==> config.mk <==
export PLATFORM = sky130hd
export DESIGN_NAME = option_streamer
export DESIGN_NICKNAME = d
export VERILOG_FILES = /design/src/rtl/option_streamer.sv
export SDC_FILE = /design/constraint.sdc
export NUM_CORES = 1
export LEC_CHECK = 0
export ABC_AREA = 1
export CAP_MARGIN = 25
export CORE_MARGIN = 2
export CORE_UTILIZATION = 63
export DETAILED_ROUTE_END_ITERATION = 6
export PLACE_DENSITY_LB_ADDON = 0.12
export SYNTH_ARGS = -nofsm -noshare
export SYNTH_HDL_FRONTEND = slang
export SYNTH_SLANG_ARGS = --single-unit
==> constraint.sdc <==
create_clock -name clk -period 5.6 [get_ports clk]
set_clock_uncertainty 0.05 [all_clocks]
set_input_delay 0.56 -clock clk [delete_from_list [all_inputs] [get_ports clk]]
set_output_delay 0.56 -clock clk [all_outputs]
set_load 0.01 [all_outputs]
==> src/rtl/option_streamer.sv <==
// option_streamer: circular option FIFO feeding the nonogram solver.
// Loads tagged line-index / option words, then streams them in passes.
// Re-enqueues solver-flagged options and reports per-line counts per pass.
// Ports:
//   clk, rst           clock, async active-high reset
//   load_valid/ready   load handshake; load_word + load_is_index tag
//   load_done          pulse ending the load phase
//   put_back_to_FIFO   verdict for the option emitted the previous cycle
//   solved             solver finished; stop streaming
//   option, valid_op   streamed word and its valid flag
//   started            first word of the first pass
//   old_options_amnt   per-line option counts for the current pass
//   pass_done          one-cycle pulse at the end of each pass
//   stuck, done        sticky status flags
module option_streamer #(
   parameter int SIZE  = 3,
   parameter int DEPTH = 64,
   parameter int CNT_W = 7
) (
   input  logic                           clk,
   input  logic                           rst,
   input  logic                           load_valid,
   output logic                           load_ready,
   input  logic [SIZE-1:0]                load_word,
   input  logic                           load_is_index,
   input  logic                           load_done,
   input  logic                           put_back_to_FIFO,
   input  logic                           solved,
   output logic [SIZE-1:0]                option,
   output logic                           valid_op,
   output logic                           started,
   output logic [2*SIZE-1:0][CNT_W-1:0]   old_options_amnt,
   output logic                           pass_done,
   output logic                           stuck,
   output logic                           done
);

   localparam int AW    = $clog2(DEPTH);
   localparam int NL    = 2 * SIZE;
   localparam int SUM_W = CNT_W + SIZE;
   localparam logic [SIZE-1:0] NL_W  = SIZE'(NL);
   localparam logic [AW:0]     FULL  = (AW+1)'(DEPTH);

   typedef enum logic [2:0] {
      S_LOAD,
      S_RUN,
      S_DRAIN,
      S_PASS_END,
      S_DONE
   } state_t;

   state_t r_state, w_next;

   logic [SIZE:0]                 r_mem [DEPTH];
   logic [AW-1:0]                 r_wr_ptr, r_rd_ptr;
   logic [AW:0]                   r_count, r_pass_len, r_pop_cnt;
   logic [SIZE-1:0]               r_cur_line;
   logic                          r_idx_seen;
   logic [NL-1:0][CNT_W-1:0]      r_new_cnt, r_old_cnt;
   // word on the output this cycle
   logic [SIZE-1:0]               r_opt, r_opt_line;
   logic                          r_opt_tag, r_valid;
   // word emitted one cycle earlier, awaiting its verdict
   logic [SIZE-1:0]               r_wb_word, r_wb_line;
   logic                          r_wb_tag, r_wb_valid;
   logic                          r_first, r_started, r_stuck, r_done;

   logic [SIZE:0]                 w_head, w_wr_data;
   logic [SIZE-1:0]               w_head_line;
   logic                          w_full, w_load_acc, w_idx_ok;
   logic                          w_ld_wr, w_ld_opt;
   logic                          w_pop, w_wb_en, w_wb_opt, w_wr;
   logic                          w_active, w_pass_last;
   logic [SUM_W-1:0]              w_new_sum, w_old_sum;

   function automatic logic [CNT_W-1:0] sat_inc(input logic [CNT_W-1:0] v);
      return (&v) ? v : v + 1'b1;
   endfunction

   assign w_head      = r_mem[r_rd_ptr];
   assign w_full      = (r_count == FULL);
   assign load_ready  = (r_state == S_LOAD) && !w_full && !load_done;
   assign w_load_acc  = load_valid && load_ready;
   assign w_idx_ok    = load_is_index && (load_word < NL_W);
   // options are kept only once a valid line index has been seen
   assign w_ld_opt    = w_load_acc && !load_is_index && r_idx_seen;
   assign w_ld_wr     = (w_load_acc && w_idx_ok) || w_ld_opt;
   assign w_pass_last = (r_pop_cnt == r_pass_len);
   assign w_pop       = (r_state == S_RUN) && !w_pass_last && !solved;
   assign w_active    = (r_state == S_RUN) || (r_state == S_DRAIN);
   // index words always survive; options only on a put-back verdict
   assign w_wb_en     = w_active && r_wb_valid && !solved &&
                        (r_wb_tag || put_back_to_FIFO);
   assign w_wb_opt    = w_wb_en && !r_wb_tag;
   assign w_wr        = w_ld_wr || w_wb_en;
   assign w_wr_data   = (r_state == S_LOAD) ?
                        {load_is_index, load_word} :
                        {r_wb_tag, r_wb_word};
   assign w_head_line = w_head[SIZE] ? w_head[SIZE-1:0] : r_cur_line;

   always_comb begin
      w_new_sum = '0;
      w_old_sum = '0;
      for (int i = 0; i < NL; i++) begin
         w_new_sum = w_new_sum + SUM_W'(r_new_cnt[i]);
         w_old_sum = w_old_sum + SUM_W'(r_old_cnt[i]);
      end
   end

   always_comb begin
      w_next = r_state;
      unique case (r_state)
         S_LOAD: begin
            if (load_done)
               w_next = (r_count == '0) ? S_DONE : S_RUN;
         end
         S_RUN: begin
            if (solved)
               w_next = S_DONE;
            else if (w_pass_last)
               w_next = S_DRAIN;
         end
         S_DRAIN: begin
            w_next = solved ? S_DONE : S_PASS_END;
         end
         S_PASS_END: begin
            if (solved || w_new_sum == w_old_sum || w_new_sum == '0)
               w_next = S_DONE;
            else
               w_next = S_RUN;
         end
         S_DONE: begin
            w_next = S_DONE;
         end
         default: begin
            w_next = S_LOAD;
         end
      endcase
   end

   always_ff @(posedge clk) begin
      if (w_wr)
         r_mem[r_wr_ptr] <= w_wr_data;
   end

   always_ff @(posedge clk or posedge rst) begin
      if (rst) begin
         r_state    <= S_LOAD;
         r_wr_ptr   <= '0;
         r_rd_ptr   <= '0;
         r_count    <= '0;
         r_pass_len <= '0;
         r_pop_cnt  <= '0;
         r_cur_line <= '0;
         r_idx_seen <= 1'b0;
         r_new_cnt  <= '0;
         r_old_cnt  <= '0;
         r_opt      <= '0;
         r_opt_line <= '0;
         r_opt_tag  <= 1'b0;
         r_valid    <= 1'b0;
         r_wb_word  <= '0;
         r_wb_line  <= '0;
         r_wb_tag   <= 1'b0;
         r_wb_valid <= 1'b0;
         r_first    <= 1'b0;
         r_started  <= 1'b0;
         r_stuck    <= 1'b0;
         r_done     <= 1'b0;
      end else begin
         r_state <= w_next;
         if (w_wr)
            r_wr_ptr <= r_wr_ptr + 1'b1;
         if (w_pop)
            r_rd_ptr <= r_rd_ptr + 1'b1;
         r_count <= r_count + (AW+1)'(w_wr) - (AW+1)'(w_pop);

         r_valid   <= w_pop;
         r_started <= w_pop && r_first && (r_pop_cnt == '0);
         if (w_pop) begin
            r_opt      <= w_head[SIZE-1:0];
            r_opt_tag  <= w_head[SIZE];
            r_opt_line <= w_head_line;
            r_pop_cnt  <= r_pop_cnt + 1'b1;
            if (w_head[SIZE])
               r_cur_line <= w_head[SIZE-1:0];
         end
         r_wb_valid <= r_valid;
         r_wb_word  <= r_opt;
         r_wb_tag   <= r_opt_tag;
         r_wb_line  <= r_opt_line;

         // an out-of-range index orphans the options that follow it
         if (w_load_acc && load_is_index) begin
            r_idx_seen <= w_idx_ok;
            if (w_idx_ok)
               r_cur_line <= load_word;
         end

         if (w_ld_opt)
            r_new_cnt[r_cur_line] <= sat_inc(r_new_cnt[r_cur_line]);
         else if (w_wb_opt)
            r_new_cnt[r_wb_line] <= sat_inc(r_new_cnt[r_wb_line]);

         if (r_state == S_LOAD && load_done) begin
            r_old_cnt  <= r_new_cnt;
            r_new_cnt  <= '0;
            r_pass_len <= r_count;
            r_pop_cnt  <= '0;
            r_cur_line <= '0;
            r_first    <= 1'b1;
            if (r_count == '0)
               r_done <= 1'b1;
         end

         if (r_state == S_PASS_END && !solved) begin
            r_first <= 1'b0;
            if (w_new_sum == w_old_sum) begin
               r_stuck <= 1'b1;
               r_done  <= 1'b1;
            end else if (w_new_sum == '0) begin
               r_done <= 1'b1;
            end else begin
               r_old_cnt  <= r_new_cnt;
               r_new_cnt  <= '0;
               r_pass_len <= r_count;
               r_pop_cnt  <= '0;
            end
         end

         if (solved && r_state != S_LOAD && r_state != S_DONE)
            r_done <= 1'b1;
      end
   end

   assign option           = r_opt;
   assign valid_op         = r_valid;
   assign started          = r_started;
   assign old_options_amnt = r_old_cnt;
   assign pass_done        = (r_state == S_PASS_END);
   assign stuck            = r_stuck;
   assign done             = r_done;

endmodule

==> flow_metrics.py <==
metrics = {
    "run_status": {
        "outcome": "finished, final reports clean",
    },
    "floorplan": {
        "fp.coreArea_sq_mm": 0.03370,
        "die_area_sq_mm": 0.03583,
        "start_util": 0.6419,
        "die_h_microns": 189.3,
        "die_x_microns": 189.3,
        "io_pins": 61,
        "rows": 67,
    },
    "clocking": {
        "cts_setup_buffers": 0,
        "ctsHoldBuffers": 0,
        "cts_tree": "yes",
        "post_cts_resized": 0,
        "ctsHtreeMaxLevel": 2,
        "cts_inserted_buffers": 43,
        "cts_root_buf": "clkbuf_16",
        "cts_sinks": 400,
        "cts.path.max_buffers": 3,
        "clk_pin_slew_worst_paths_ps": 60,
        "insertion_delay_ps": 570,
    },
    "yosys": {
        "synth-seq-area-share": 0.5220,
        "yosysWarningCount": 0,
        "synthArstFlopShare": 0.3600,
        "synth_edf_count": 256,
        "synth.area.top_cells": "edfxtp_1 (36%), dfrtp_1 (17%), nand2_1 (11%)",
        "ys_ff_latch": 400,
        "synth_nets": 2576,
        "yosys.area.top_type_share": 0.3554,
        "synthFlopType": "edfxtp_1",
        "syn_inst": 2480,
        "syn_area_sq_mm": 0.02163,
        "ys_types": 46,
        "yosys.area.top_type": "edfxtp_1",
        "avgSynthCellArea_sq_um": 8.722,
        "synth.most_common_cell": "nand2_1",
        "synthTopCellsByCount": "nand2_1 (646), nor2_1 (331), inv_1 (258), edfxtp_1 (256), o21ai_0 (199)",
    },
    "power": {
        "powerDensity_mw_per_mm2": 659.9,
        "peakVddDrop_mv": 0.4940,
        "power.leakage_nw": 10.39,
    },
    "sta": {
        "worst_pin_slew_ps": 1182,
        "fmax_mhz": 217.1,
        "setup_viol": 0,
        "fin_crit_ps": 4607,
        "fin_crit_sh": 0.8227,
        "drv_slew": 0,
        "slew_headroom": 0.2094,
        "hold_viol": 0,
        "rsz0062_at_grt": "no",
        "setup_tns_ps": 0,
    },
    "global_route": {
        "antenna_found_initial": 0,
        "grt-ovfl-total": 0,
        "grt_usage": 0.3458,
        "grt_max_degree": 99,
        "grt_pass1_vias": 17480,
        "grt_pass1_wl_microns": 95380,
    },
    "worst_setup_path": {
        "crit_chain": "fa_1 > inv_1 > fa_1 > inv_1 > fa_1 > ha_1 > inv_1 > fa_1 > inv_1 > nand2_1 > nand2_1 > inv_1 > nand2_1 > nand2_1 > nor2_1 > nand3_1 > nor2_1 > nand4_2 > nand3_2 > nand2_2 > inv_2 > buf_12 > nand2_1 > nor2_1",
        "crit_buf_inv": 7,
        "cp_max_fo": 39,
        "crit_required_ps": 6040,
        "path_class": "reg2reg",
        "critPathSlowestCell": "fa_1",
        "worstSetupStartpointType": "register",
        "endpoint_kind": "register",
        "crit_family": "adder cells",
        "critPathMaxStageDelay_ps": 550,
        "cp_data_arrival_time_ps": 5050,
    },
    "layout": {
        "drive_gt1_frac": 0.06402,
        "fillers": 2602,
        "diodes": 0,
        "post-route-util": 0.7124,
        "area_growth_pct": 11.00,
        "nets": 2608,
    },
    "run": {
        "max_cap_violations": 0,
    },
    "drt": {
        "antenna_left": 0,
        "routed_wl_microns": 60820,
        "drc": 0,
        "drt_iter0_drc": 1720,
        "first_pass_iters": 7,
        "viasPerCell": 5.940,
        "dr_total_vias": 17780,
        "routedWlPerCell_microns": 20.31,
    },
    "placement": {
        "hpwlAfterDp_microns": 40440,
        "place_congestion": 1.028,
        "port-buffer-count": 60,
    },
    "min_path": {
        "hp-class": "in2async",
    },
}
## sequential cells by signal, summed over array words and instances, names as in the netlist, 3 cells and up
name and flops:
r_opt_line 3, r_cur_line 3, r_wb_line 3, r_wb_word 3, r_new_cnt 42, r_state 3, r_count 7, r_rd_ptr 6
r_pop_cnt 7, r_wr_ptr 6, r_pass_len 7, option 3, r_mem 256, old_options_amnt 42
## final timing paths
check | end | startpoint | depth (start not counted) | slack, ps
setup / recovery | r_new_cnt[4]$_DFF_PP0_ | old_options_amnt[23]$_DFF_PP0_ | 24 | 990
hold / removal | stuck$_DFFE_PP0P_ | rst | 2 | 180
setup reg to reg | r_new_cnt[4]$_DFF_PP0_ | old_options_amnt[23]$_DFF_PP0_ | 24 | 990
hold reg to reg | r_wb_valid$_DFF_PP0_ | valid_op$_DFF_PP0_ | 0 | 320
max in group asynchronous | r_new_cnt[4]$_DFF_PP0_ | rst | 4 | 3910
min in group clk | r_wb_valid$_DFF_PP0_ | valid_op$_DFF_PP0_ | 0 | 320
## placed cells by master (no fill, tap or decap), types with 57 or more instances in the layout
| master | Yosys | layout |
|---|---|---|
| dfrtp_1 | 144 | 142 |
| nand3_1 | 177 | 176 |
| nand2_1 | 646 | 643 |
| clkdlybuf4s50_1 | 0 | 60 |
| inv_1 | 258 | 256 |
| o21ai_0 | 199 | 198 |
| nor2_1 | 331 | 331 |
| a21oi_1 | 103 | 103 |
| fa_1 | 57 | 57 |
| edfxtp_1 | 256 | 256 |
## layer usage
layer  wire length, microns  global-route usage  vias to the layer above
li1                       -                   -                     8134
met1                  22310              0.4265                     8390
met2                  29300              0.5795                     1004
met3                   5313             0.05487                      255
met4                   3885              0.2042                        0
met5                      0                   0                        -
## cell families after synthesis
group                      share of synthesized area
and+or+nand+nor                               0.2392
DFF                                           0.5220
buffers and inverters                        0.07063
AOI/OAI and AO/OA                            0.08613
adders and majority gates                    0.06953
xor gates and xnor gates                     0.01255
## power by group
group / internal [W] / switching [W]
sequential: 0.00405 / 0.000760
clock: 0.00161 / 0.00121
combinational: 0.00272 / 0.00550
total: 0.00838 / 0.00747
## area by class of cell
| type | count | area [sq um] | share of cell area |
|---|---|---|---|
| clock buffers | 54 | 1157 | 0.04820 |
| flip-flops and latches | 400 | 11300 | 0.4705 |
| well taps | 448 | 560.5 | 0.02335 |
| inverters | 276 | 1041 | 0.04336 |
| multi-input cells | 1703 | 8836 | 0.3680 |
| repair buffers | 88 | 879.6 | 0.03664 |
| clock inverters | 25 | 239.0 | 0.009954 |
## through the flow
stage                     std cells  setup WS [ps]  hold slack [ps]  area [sq um]  power, W
after global placement         2911           1096            305.7         22530   0.01263
after CTS                      2991           1004            328.1         23930   0.01570
final                          2994          993.0            184.3         24010   0.01584
after detailed placement       2912           1027            314.0         22540   0.01285
after global routing           2994          676.9            196.6         24010   0.01698
after floorplan                2480           1124            304.0         21630   0.01024
Note: power is estimated with default switching activity, not from simulation.
